`src/rtl/axi_burst_read_engine.sv`:
```
// AXI4 read master: splits a (start address, beat count) command into INCR
// bursts capped at MAX_BURST beats that never cross a 4 KB page.
module axi_burst_read_engine #(
  parameter int ADDR_W    = 32,
  parameter int DATA_W    = 32,
  parameter int MAX_BURST = 16,
  parameter int XFER_W    = 16
) (
  input  logic              ACLK,
  input  logic              ARESET,
  input  logic              cmd_valid,
  output logic              cmd_ready,
  input  logic [ADDR_W-1:0] cmd_addr,
  input  logic [XFER_W-1:0] cmd_beats,
  output logic [ADDR_W-1:0] ARADDR,
  output logic [7:0]        ARLEN,
  output logic [2:0]        ARSIZE,
  output logic [1:0]        ARBURST,
  output logic              ARVALID,
  input  logic              ARREADY,
  input  logic [DATA_W-1:0] RDATA,
  input  logic [1:0]        RRESP,
  input  logic              RVALID,
  output logic              RREADY,
  input  logic              RLAST,
  output logic [DATA_W-1:0] out_data,
  output logic              out_valid,
  input  logic              out_ready,
  output logic              out_last,
  output logic              busy,
  output logic              done,
  output logic [1:0]        err,
  output logic [XFER_W-1:0] beat_count
);

  localparam int BYTES = DATA_W / 8;
  localparam int SZ    = $clog2(BYTES);
  localparam logic [ADDR_W-1:0] ALIGN = ~ADDR_W'(BYTES - 1);

  typedef enum logic [1:0] {IDLE, ADDR, DATA, DONE} state_t;

  state_t            state_q, state_d;
  logic [ADDR_W-1:0] addr_q, addr_d;
  logic [XFER_W-1:0] rem_q, rem_d;
  logic [XFER_W-1:0] beat_q, beat_d;
  logic [7:0]        arlen_q, arlen_d;
  logic [8:0]        bcnt_q, bcnt_d;
  logic [1:0]        err_q, err_d;
  logic              beat_ok, burst_end;

  // min(remaining, MAX_BURST, beats left before the next 4 KB page), minus one
  function automatic logic [7:0] calc_arlen(input logic [ADDR_W-1:0] a,
                                            input logic [XFER_W-1:0] r);
    logic [12:0] page_beats;
    logic [31:0] n;
    page_beats = (13'h1000 - {1'b0, a[11:0]}) >> SZ;
    n = MAX_BURST;
    if (32'(page_beats) < n) n = 32'(page_beats);
    if (32'(r) < n) n = 32'(r);
    return 8'(n - 32'd1);
  endfunction

  always_comb begin
    state_d   = state_q;
    addr_d    = addr_q;
    rem_d     = rem_q;
    beat_d    = beat_q;
    arlen_d   = arlen_q;
    bcnt_d    = bcnt_q;
    err_d     = err_q;
    cmd_ready = 1'b0;
    ARVALID   = 1'b0;
    RREADY    = 1'b0;
    out_valid = 1'b0;
    out_last  = 1'b0;
    busy      = 1'b0;
    done      = 1'b0;
    beat_ok   = 1'b0;
    burst_end = 1'b0;
    case (state_q)
      IDLE: begin
        cmd_ready = !ARESET;
        if (cmd_valid && !ARESET) begin
          addr_d = cmd_addr & ALIGN;
          rem_d  = cmd_beats;
          err_d  = '0;
          beat_d = '0;
          if (cmd_beats == '0) begin
            state_d = DONE;
          end else begin
            state_d = ADDR;
            arlen_d = calc_arlen(cmd_addr & ALIGN, cmd_beats);
          end
        end
      end
      ADDR: begin
        ARVALID = 1'b1;
        busy    = 1'b1;
        if (ARREADY) begin
          state_d = DATA;
          bcnt_d  = {1'b0, arlen_q} + 9'd1;
        end
      end
      DATA: begin
        // Zero-latency pass-through: the downstream consumer back-pressures R directly
        busy      = 1'b1;
        RREADY    = out_ready;
        out_valid = RVALID;
        out_last  = RVALID && (rem_q == XFER_W'(1));
        beat_ok   = RVALID && out_ready;
        burst_end = (bcnt_q == 9'd1);
        if (beat_ok) begin
          beat_d = beat_q + XFER_W'(1);
          rem_d  = rem_q - XFER_W'(1);
          bcnt_d = bcnt_q - 9'd1;
          if (RRESP != 2'b00) err_d[0] = 1'b1;
          if (RLAST != burst_end) err_d[1] = 1'b1;
          if (burst_end) begin
            addr_d = addr_q + ((ADDR_W'(arlen_q) + ADDR_W'(1)) << SZ);
            if (rem_q == XFER_W'(1)) begin
              state_d = DONE;
            end else begin
              state_d = ADDR;
              arlen_d = calc_arlen(addr_d, rem_d);
            end
          end
        end
      end
      DONE: begin
        done    = 1'b1;
        state_d = IDLE;
      end
      default: state_d = IDLE;
    endcase
  end

  always_ff @(posedge ACLK) begin
    if (ARESET) begin
      state_q <= IDLE;
      addr_q  <= '0;
      rem_q   <= '0;
      beat_q  <= '0;
      arlen_q <= '0;
      bcnt_q  <= '0;
      err_q   <= '0;
    end else begin
      state_q <= state_d;
      addr_q  <= addr_d;
      rem_q   <= rem_d;
      beat_q  <= beat_d;
      arlen_q <= arlen_d;
      bcnt_q  <= bcnt_d;
      err_q   <= err_d;
    end
  end

  assign ARADDR     = addr_q;
  assign ARLEN      = arlen_q;
  assign ARSIZE     = 3'(SZ);
  assign ARBURST    = 2'b01;
  assign out_data   = RDATA;
  assign err        = err_q;
  assign beat_count = beat_q;

endmodule
```
`config.mk`:
```
export PLATFORM = sky130hd
export DESIGN_NAME = axi_burst_read_engine
export DESIGN_NICKNAME = d
export VERILOG_FILES = /design/src/rtl/axi_burst_read_engine.sv
export SDC_FILE = /design/constraint.sdc
export NUM_CORES = 1
export LEC_CHECK = 0
export CAP_MARGIN = 30
export CORE_MARGIN = 2
export CORE_UTILIZATION = 40
export CTS_BUF_LIST = sky130_fd_sc_hd__clkbuf_8 sky130_fd_sc_hd__clkbuf_16
export CTS_CLUSTER_SIZE = 8
export DETAILED_ROUTE_END_ITERATION = 6
export GPL_ROUTABILITY_DRIVEN = 0
export PLACE_DENSITY = 0.72
export SLEW_MARGIN = 15
export SYNTH_ARGS = -nofsm -noshare
export SYNTH_HDL_FRONTEND = slang
export SYNTH_SLANG_ARGS = --single-unit
```
`constraint.sdc`:
```
create_clock -name ACLK -period 5.4 [get_ports ACLK]
set_input_delay 1.62 -clock ACLK [delete_from_list [all_inputs] [get_ports ACLK]]
set_output_delay 1.62 -clock ACLK [all_outputs]
set_load 0.02 [all_outputs]
```
==> run summary <==
FLOORPLANNING
------------------------------------------------------------------------------------------
Cell row count ..............................................................           47
Core area ...................................................................   0.0164 mm2
Overall die width ...........................................................       133 um
Die area ....................................................................   0.0177 mm2
Height of the chip ..........................................................       133 um
Top-level I/O count .........................................................          191
Initial core utilization ....................................................        0.406

GLOBAL ROUTING
------------------------------------------------------------------------------------------
Pin count of the biggest net entering global routing ........................           92
Vias in the first global route ..............................................        6,532
Global-route wire length before repair ......................................    32,000 um
Antenna violations before repair ............................................            0
Residual overflow from global routing .......................................            0
Global Route Usage Sum ......................................................        0.221

PLACEMENT
------------------------------------------------------------------------------------------
I/O Buffers .................................................................          117
Post-DP HPWL ................................................................    14,000 um
Cell count after placement ..................................................        1,224

TIMING
------------------------------------------------------------------------------------------
Final setup viols ...........................................................            0
Final worst path period need ................................................      5.39 ns
Fmax ........................................................................    0.186 GHz
Final worst path period share ...............................................        0.997
Worst Clk Skew ..............................................................    0.0101 ns
Final Hold Vio Count ........................................................            0
Number of pins exceeding their max-slew limit in the final report ...........            0
Transition time of the tightest slew-check pin ..............................     0.801 ns
Headroom to the max-slew limit ..............................................        0.466
Setup repair after global routing missed its margin .........................         true

ROUTE
------------------------------------------------------------------------------------------
Number of routed nets with antenna violations ...............................            0
Initial drt markers .........................................................          502
Via density per instance ....................................................         5.52
Number of optimization iterations in the first detailed-route pass ..........            5
Routed via count ............................................................        6,975
Wire per inst ...............................................................      15.7 um
Number of remaining DRC errors ..............................................            0
Routed WL ...................................................................    19,900 um

CELLS AND AREA
------------------------------------------------------------------------------------------
Util after Layout ...........................................................        0.558
Fraction of final layout cells sized beyond drive strength 1 ................        0.180
Area grow syn2layout ........................................................        37.3%
Post-route insts no fill ....................................................        1,264
Final nets ..................................................................        1,173
Antenna diodes ..............................................................            0

YOSYS
------------------------------------------------------------------------------------------
Yosys warning total .........................................................            0
Sequential area share after synthesis .......................................        0.249
Share of synthesized registers carrying an async set or reset ...............            0
EDFF count, synth ...........................................................            0
Yosys top cell by area ...................................................... sky130_fd_sc_hd__dfxtp_1
Netlist cell types ..........................................................           68
Cell count after synthesis ..................................................          882
Leading cell type by number of instances after synthesis .................... sky130_fd_sc_hd__nor2_1
Mean Syn Cell Area ..........................................................     7.56 um2
Register bit count reported by yosys ........................................           83
Share of the synthesized area in the top cell type ..........................        0.249
Top cells by count, synth ................................................... 116 x sky130_fd_sc_hd__nor2_1, 83 x sky130_fd_sc_hd__dfxtp_1, 79 x sky130_fd_sc_hd__nand2_1
Synthesized cell area .......................................................  0.00666 mm2
Commonest register cell after synthesis ..................................... sky130_fd_sc_hd__dfxtp_1
Most area-consuming cells after synthesis ................................... sky130_fd_sc_hd__dfxtp_1 25%, sky130_fd_sc_hd__ha_1 8.3%, sky130_fd_sc_hd__nor2_1 6.5%

CTS
------------------------------------------------------------------------------------------
Num Clock Sinks .............................................................           83
Maximum buffer depth of the clock tree ......................................            2
Clock buffers created by TritonCTS ..........................................            9
H-tree levels ...............................................................            3
Clock latency reported for the late side of the worst-skew pair .............      0.36 ns
Clock tree from TritonCTS ...................................................        built
Root buffer cell ............................................................ sky130_fd_sc_hd__clkbuf_16
Clock edge transition at the registers on the reported setup and hold paths .      0.07 ns

POWER AND IR DROP
------------------------------------------------------------------------------------------
Power spent charging and discharging nets ...................................      2940 uW
Power density over the cells ................................................   655 mW/mm2
Leakage power ...............................................................   0.00358 uW
Internal power of the cells .................................................      3050 uW
Part of the total power dissipated in sequential elements ...................        0.188
Share of total power in the clock network ...................................        0.102
Switching portion of total power ............................................        0.491
Power consumption ...........................................................      5990 uW
Gate power share ............................................................        0.710
Maximum ir drop on the vdd rail .............................................     0.316 mV

RUN STATUS
------------------------------------------------------------------------------------------
Result of the run ........................................................... finished, final reports clean

SETUP PATH
------------------------------------------------------------------------------------------
CP Capture Type .............................................................    flip-flop
Critical path arrival .......................................................      5.68 ns
Crit start category .........................................................    flip-flop
Required time reported for the critical path endpoint .......................      5.70 ns
Max FO, Critical Path .......................................................            4
Critical Setup Path Class ................................................... flip-flop to flip-flop

MIN PATH
------------------------------------------------------------------------------------------
Min-delay worst type ........................................................ flip-flop to flip-flop

FLOW RUN
------------------------------------------------------------------------------------------
Number of max-cap violations ................................................            0

power by group through the flow:
stage | sequential (uW) | combinational [uW] | clock, uW
after global placement | 1110 | 3710 | 0
after detailed placement | 1120 | 3780 | 0
after global routing | 1160 | 4680 | 639
after floorplan | 1200 | 2490 | 0
after CTS | 1110 | 3930 | 622
final | 1130 | 4250 | 608
final timing paths:
check        slack (ns)      from       end  depth (start not counted)
max                0.01  ARLEN[1]  ARLEN[5]                         22
max reg2reg        0.01  ARLEN[1]  ARLEN[5]                         22
min reg2reg        0.45    err[0]    err[0]                          2
min                0.45    err[0]    err[0]                          2
state kept, by name (all words and copies together) (netlist names):
register	flops
ARADDR	30
err	2
bcnt_q	9
beat_count	16
rem_q	16
state_q	2
ARLEN	8
through the flow:
stage / hold WS [ns] / setup WS (ns) / instance area, um2 / setup TNS, ns
after global routing: 0.475 / -0.185 / 9150 / -0.725
after floorplan: 0.450 / 0.0192 / 6800 / 0
after detailed placement: 0.445 / -0.694 / 8320 / -4.69
final: 0.446 / 0.0149 / 9150 / 0
after CTS: 0.455 / 0.0260 / 8790 / 0
after global placement: 0.438 / -0.530 / 8320 / -3.27
cells in the final DEF, fill, tap and decap left out, drive strengths merged, types with 7 or more instances in the layout:
master	Yosys	final
and3	12	12
o21ai	40	40
nor2b	7	7
nor2	116	116
a2111oi	9	9
dfxtp	83	83
and2	9	9
a21oi	49	49
a211oi	21	21
nor4	15	15
o22ai	13	13
mux2i	15	15
buf	47	96
xnor2	21	21
nor3	30	30
clkbuf	36	10
nand2	79	79
xor2	24	24
inv	31	33
nand3	32	32
nand4	15	15
a222oi	11	11
conb	2	19
or3	10	10
or4	10	10
nand2b	9	9
a31oi	10	10
ha	44	44
clkdlybuf4s50	0	114
cell type report:
| class | instances | area, um2 |
|---|---|---|
| clock inverter | 6 | 47.5 |
| sequential | 83 | 1670 |
| tap | 220 | 275 |
| timing repair buffer | 212 | 1900 |
| clock buffer | 10 | 239 |
| multi-input combinational | 702 | 4890 |
| fill | 1462 | 7260 |
| inverter | 31 | 116 |
what timing repair did:
item | in CTS | in global routing
resized for setup | 23 | 45
setup buffers | 13 | 9
pin swaps | 31 | 16
setup endpoints to repair | 7 | 8
hold buffers | 0 | 0
worst max-delay path: stages, from the launching register on:
cell and delay, ns:
sky130_fd_sc_hd__dfxtp_4 0.37, sky130_fd_sc_hd__ha_4 0.18, sky130_fd_sc_hd__xor2_2 0.18, sky130_fd_sc_hd__ha_4 0.37, sky130_fd_sc_hd__nor2_4 0.06, sky130_fd_sc_hd__o31a_1 0.38, sky130_fd_sc_hd__or3_4 0.36, sky130_fd_sc_hd__a211o_1 0.30
sky130_fd_sc_hd__a2111oi_4 0.36, sky130_fd_sc_hd__and4b_2 0.37, sky130_fd_sc_hd__nand2_1 0.08, sky130_fd_sc_hd__ha_1 0.27, sky130_fd_sc_hd__o211ai_1 0.17, sky130_fd_sc_hd__a21o_1 0.19, sky130_fd_sc_hd__a21oi_4 0.08, sky130_fd_sc_hd__and2_4 0.15
sky130_fd_sc_hd__or2_4 0.23, sky130_fd_sc_hd__a22o_1 0.26, sky130_fd_sc_hd__a31oi_4 0.19, sky130_fd_sc_hd__buf_4 0.14, sky130_fd_sc_hd__nand2_1 0.06, sky130_fd_sc_hd__or4_1 0.48, sky130_fd_sc_hd__nand3_1 0.09
cell families (layout without fill, tap and decap cells):
group,count (synthesis),count (layout),share of synthesized area
AND/OR/NAND/NOR,360,360,0.260
AO/OA/AOI/OAI,212,212,0.222
buffers and inverters,114,259,0.0886
flip-flops,83,83,0.249
XOR/XNOR,46,46,0.0625
adder cells (fa/ha/maj),45,45,0.0856
multiplexers,20,20,0.0310
other,2,19,0.00113
routing by layer:
layer | vias to the layer above | GRT usage | part of all wire
li1 | 3477 | - | -
met1 | 3242 | 0.281 | 0.44
met2 | 213 | 0.366 | 0.48
met3 | 43 | 0.0326 | 0.049
met4 | 0 | 0.105 | 0.031
met5 | - | 0 | 0
No activity file was read; power rests on OpenSTA's default activity.
